**config.mk**
```make
export PLATFORM = sky130hd
export DESIGN_NAME = accum8_frame
export DESIGN_NICKNAME = d
export VERILOG_FILES = /design/src/rtl/accum8_pkg.sv /design/src/rtl/accum8_frame_add8_co.sv /design/src/rtl/accum8_frame.sv
export SDC_FILE = /design/constraint.sdc
export NUM_CORES = 1
export LEC_CHECK = 0
export CAP_MARGIN = 20
export CORE_ASPECT_RATIO = 1.4
export CORE_UTILIZATION = 46
export DETAILED_ROUTE_END_ITERATION = 7
export GPL_TIMING_DRIVEN = 0
export PLACE_DENSITY = 0.75
export SLEW_MARGIN = 10
export SYNTH_ARGS = -nofsm -noshare
export SYNTH_HDL_FRONTEND = slang
export SYNTH_HIERARCHICAL = 1
export SYNTH_SLANG_ARGS = --single-unit
```
**constraint.sdc**
```tcl
create_clock -name clk -period 3.7 [get_ports clk]
set_input_delay 0.555 -clock clk [delete_from_list [all_inputs] [get_ports clk]]
set_output_delay 0.555 -clock clk [all_outputs]
set_load 0.01 [all_outputs]
```
**src/rtl/accum8_pkg.sv**
```systemverilog
// Shared constants and the state type for the frame accumulator.
// Latency: none (declarations only).
// Backpressure: none (declarations only).
package accum8_pkg;

    localparam int WIDTH_DEF = 8;
    localparam int COUNT_DEF = 4;

    // ACCUM: collecting samples. DONE: holding a finished frame for the sink.
    typedef enum logic {
        ACCUM = 1'b0,
        DONE  = 1'b1
    } state_t;

endpackage

```
**src/rtl/accum8_frame_add8_co.sv**
```systemverilog
// Ripple-carry adder with carry out; carry in is tied low.
// Latency: purely combinational, no registers.
// Backpressure: none (no handshake).
// Ports: a, b (WIDTH operands) -> sum (WIDTH, modulo 2^WIDTH), carry_out.
module add8_co #(
    parameter int WIDTH = 8
) (
    input  logic [WIDTH-1:0] a,
    input  logic [WIDTH-1:0] b,
    output logic [WIDTH-1:0] sum,
    output logic             carry_out
);

    logic [WIDTH:0] carry;

    assign carry[0] = 1'b0;

    // One full-adder cell per bit; the carry chain ripples LSB to MSB.
    for (genvar i = 0; i < WIDTH; i++) begin : g_fa
        assign sum[i]       = a[i] ^ b[i] ^ carry[i];
        assign carry[i + 1] = (a[i] & b[i]) | (a[i] & carry[i]) | (b[i] & carry[i]);
    end

    assign carry_out = carry[WIDTH];

endmodule

```
**src/rtl/accum8_frame.sv**
```systemverilog
// Sums COUNT unsigned samples per frame (modulo 2^WIDTH) with a sticky carry flag.
// Latency: out_valid rises the cycle after the COUNT-th sample; cadence >= COUNT+1 cycles.
// Backpressure: while a frame waits for out_ready, in_ready is low and no sample is taken.
// Ports: clk, rst_n (async, active low), clr (sync flush, highest priority),
//        in_valid/in_ready/in_data (sample input), out_valid/out_ready/out_sum/out_ovf (frame output).
module accum8_frame
    import accum8_pkg::*;
#(
    parameter int WIDTH = WIDTH_DEF,
    parameter int COUNT = COUNT_DEF
) (
    input  logic             clk,
    input  logic             rst_n,
    input  logic             clr,
    input  logic             in_valid,
    output logic             in_ready,
    input  logic [WIDTH-1:0] in_data,
    output logic             out_valid,
    input  logic             out_ready,
    output logic [WIDTH-1:0] out_sum,
    output logic             out_ovf
);

    localparam int               CNT_W = $clog2(COUNT + 1);
    localparam logic [CNT_W-1:0] LAST  = CNT_W'(COUNT - 1);

    state_t           state, state_n;
    logic [WIDTH-1:0] acc, acc_n;
    logic [CNT_W-1:0] cnt, cnt_n;
    logic             ovf, ovf_n;
    logic [WIDTH-1:0] sum_q, sum_n;
    logic             ovf_q, ovf_o_n;

    logic [WIDTH-1:0] add_sum;
    logic             add_co;

    add8_co #(
        .WIDTH (WIDTH)
    ) u_add (
        .a         (acc),
        .b         (in_data),
        .sum       (add_sum),
        .carry_out (add_co)
    );

    // Handshake outputs come straight from the state register, so neither
    // in_valid nor out_ready has a combinational path to any output.
    assign in_ready  = (state == ACCUM);
    assign out_valid = (state == DONE);
    assign out_sum   = sum_q;
    assign out_ovf   = ovf_q;

    always_comb begin
        state_n = state;
        acc_n   = acc;
        cnt_n   = cnt;
        ovf_n   = ovf;
        sum_n   = sum_q;
        ovf_o_n = ovf_q;

        if (clr) begin
            // Flush everything, including a frame still waiting in DONE;
            // any handshake in the same cycle is ignored.
            state_n = ACCUM;
            acc_n   = '0;
            cnt_n   = '0;
            ovf_n   = 1'b0;
            sum_n   = '0;
            ovf_o_n = 1'b0;
        end else begin
            case (state)
                ACCUM: begin
                    if (in_valid) begin
                        acc_n = add_sum;
                        ovf_n = ovf | add_co;
                        if (cnt == LAST) begin
                            state_n = DONE;
                            cnt_n   = '0;
                            sum_n   = add_sum;
                            ovf_o_n = ovf | add_co;
                        end else begin
                            cnt_n = cnt + CNT_W'(1);
                        end
                    end
                end
                DONE: begin
                    // Running sum restarts on handoff; the next sample is taken
                    // only from the following cycle (no bypass).
                    if (out_ready) begin
                        state_n = ACCUM;
                        acc_n   = '0;
                        ovf_n   = 1'b0;
                    end
                end
                default: begin
                    state_n = ACCUM;
                end
            endcase
        end
    end

    always_ff @(posedge clk or negedge rst_n) begin
        if (!rst_n) begin
            state <= ACCUM;
            acc   <= '0;
            cnt   <= '0;
            ovf   <= 1'b0;
            sum_q <= '0;
            ovf_q <= 1'b0;
        end else begin
            state <= state_n;
            acc   <= acc_n;
            cnt   <= cnt_n;
            ovf   <= ovf_n;
            sum_q <= sum_n;
            ovf_q <= ovf_o_n;
        end
    end

endmodule
```
==> metrics.md <==
| Metric | Value |
|---|---|
| Mapped Cells | `105` |
| Syn_area_per_cell | `around 12 um2` |
| RSZ-0062 raised after global routing | `false` |
| Mux share of post-synthesis cell area | `0.0823` |
| Crit Path Max Fanout | `2` |
| Core Rows | `21` |
| Post-synthesis register bit count | `22` |
| Final hold violation count | `0` |
| Die Y | `63.2 um` |
| Vias in the first global route | `a little under 900` |
| Worst clock skew | `around 0.0031 ns` |
| Final net count | `156` |
| Input/output buffers | `23` |
| Fin. max-slew vios | `0` |
| Post-layout power | `0.518 mW` |
| Maximum VDD drop | `between 0.2 and 0.25 mV` |
| Initial DRC Count | `25` |
| Outcome | `finished clean` |
| Post-Synth Simple-Gate Area | `0.165` |
| First-pass GRT wire length | `approximately 4.1 mm` |
| Vias | `about 850` |
| CTS root buf | `clkbuf_4` |
| DRT Wirelength | `around 2.4 mm` |
| Worst R2R Path Depth | `12` |
| Mapped cell area | `around 1200 um2` |
| Max Cap Viol | `0` |
| # diodes | `0` |
| Clock Path Buffers | `2` |
| Top sig layer | `met4` |
| Layout cells sized above 1 | `0.150` |
| Synth Area in Adders | `0.134` |
| Highest clock rate | `~0.28 GHz` |
| Synth Area in XOR/XNOR | `0` |
| CTS tree | `yes` |
| Die area | `between 2000 and 3000 um2` |
| Critical path class | `reg2reg` |
| Clock period minus worst slack | `roughly 3.5 ns` |
| Initial antenna violation count | `0` |
| Worst hold path class | `in2async` |
| Antenna-violating nets left | `0` |
| Met3 wire len | `approximately 72 um` |
| Core box area | `about 2500 um2` |
| Drt via density | `about 5.1` |
| Crit share post-route | `0.954` |
| Cts bufs inserted | `3` |
| Clk slew on worst S/H paths | `about 0.12 ns` |
| Wire per inst | `14.6 um` |
| Syn_nets | `~130` |
| Initial Util | `0.498` |
| Clk sinks | `22` |
| CP required | `3.94 ns` |
| WL met1 | `roughly 970 um` |
| DRT Pass-1 Iters | `4` |
| Final setup viols | `0` |
| DP HPWL | `between 1.5 and 2 mm` |
| Leak | `just under 0.7 nW` |
| GR Overflow Total | `0` |
| Combinational family with the most area after synthesis | `simple AND/OR/NAND/NOR gates` |
| Chip Width | `~46 um` |
| Largest net degree at the start of global routing | `23` |
| Synth top area cells | `dfrtp_1 45%, fa_1 11%, nand2b_1 10%` |
| # DRC | `0` |
| Worst hold slack | `between 0.4 and 0.5 ns` |
| Most area-hungry cell type in the Yosys netlist | `dfrtp_1` |
| Setup ws final | `around 0.17 ns` |
| Synth top area share | `0.447` |
| CTS H-Tree Depth | `1` |
| Placer congestion estimate | `approximately 0.7` |
| Post-synthesis sequential area ratio | `0.447` |
| Ports | `24` |
| CP Capture Type | `register` |
| Pre-CTS setup slack | `-0.586 ns` |
| Yosys warning count | `6` |
| Area growth syn-to-layout | `28.3%` |
| Setup crit start kind | `register` |
| Worst-margin pin slew | `between 0.4 and 0.5 ns` |
| Total GRT Usage | `0.199` |
| Worst skew pair latency | `0.32 ns` |
| Unique masters post-synth | `22` |
| Met2 WL | `roughly 1.3 mm` |
| Synth Area in Compound Gates | `0.101` |
| Slew HR | `0.671` |
| PD cells | `~330 nW/um2` |
| Arr. time, crit path | `approximately 3.8 ns` |
[cell usage after synthesis, drive strengths merged]
cell type	instances
and4bb	1
o32ai	9
clkbuf	4
fa	7
buf	2
a21bo	1
inv	15
a21oi	3
nand4bb	2
and2b	1
o21bai	1
mux2i	9
or4b	1
nand3b	1
nand2b	20
nor2b	1
o22ai	1
mux2	1
dfrtp	22
ha	2
or2b	1
[power breakdown]
group	internal (mW)	switching, mW	total, mW
Combinational	0.0573	0.0566	0.114
Clock	0.0603	0.0760	0.136
Sequential	0.256	0.0124	0.268
[sequential cells by signal, indices dropped and copies added (netlist names)]
| signal | cells |
|---|---|
| acc | 8 |
| cnt | 3 |
| out_ovf | 1 |
| out_sum | 8 |
| out_valid | 1 |
| ovf | 1 |
[cell families after synthesis]
kind of cell / Yosys count
simple gates: 28
flops: 22
buf+inv: 21
compound gates: 15
mux: 10
fa+ha+maj: 9
[cell usage in the layout, fill, tap and decap left out, drive strengths merged, types with 2 or more instances in the layout]
cell            n
mux2i           9
clkdlybuf4s50  21
nand4bb         2
o32ai           9
clkbuf          8
a21oi           3
nand2b         20
ha              2
inv            15
fa              7
dfrtp          22
buf             3
[path summary, 6_finish.rpt]
kind | from | end | slack, ns
worst max-delay path | acc[0]$_DFFE_PN0P_ | acc[7]$_DFFE_PN0P_ | 0.17
worst min-delay path | rst_n | cnt[2]$_DFFE_PN0P_ | 0.43
worst max register to register | acc[0]$_DFFE_PN0P_ | acc[7]$_DFFE_PN0P_ | 0.17
worst min register to register | out_sum[3]$_DFFE_PN0P_ | out_sum[3]$_DFFE_PN0P_ | 0.55
max in group asynchronous | rst_n | ovf$_DFFE_PN0P_ | 2.89
min in group clk | out_sum[3]$_DFFE_PN0P_ | out_sum[3]$_DFFE_PN0P_ | 0.55
[routing by layer]
layer,vias to the layer above,global-route usage
met5,-,0
met4,0,0.103
met3,5,0.0315
met2,16,0.313
met1,420,0.256
li1,411,-
[area by class of cell]
type | instances | area [um2]
fill | 220 | 891
timing repair buffer | 24 | 244
buffer | 6 | 31.3
sequential | 22 | 551
inverter | 15 | 56.3
tap | 34 | 42.5
multi-input combinational | 62 | 618
clock buffer | 4 | 36.3
[critical path, cell delays in order, from the launching register on]
cell	delay (ns)
dfrtp_1	0.41
ha_2	0.19
fa_2	0.36
fa_2	0.35
fa_2	0.35
fa_2	0.35
fa_2	0.36
fa_2	0.37
inv_2	0.06
fa_1	0.40
inv_1	0.06
nand2b_1	0.07
o32ai_2	0.12
[repair_timing]
item / in CTS / in global routing
setup endpoints to repair: 3 / 2
hold buffers: 0 / 0
buffers inserted: 0 / 0
resized for setup: 10 / 0
pin swaps: 7 / 4
[metrics by stage]
stage          area, um2  std cells  setup TNS [ns]   util
2_1_floorplan       1240        105               0      -
3_3_place_gp        1510        162           -1.83  0.611
3_5_place_dp        1510        162           -2.14  0.611
4_1_cts             1560        166               0  0.633
5_1_grt             1580        167               0  0.639
6_report            1580        167               0  0.639
Power figures use the tool's default switching activity.
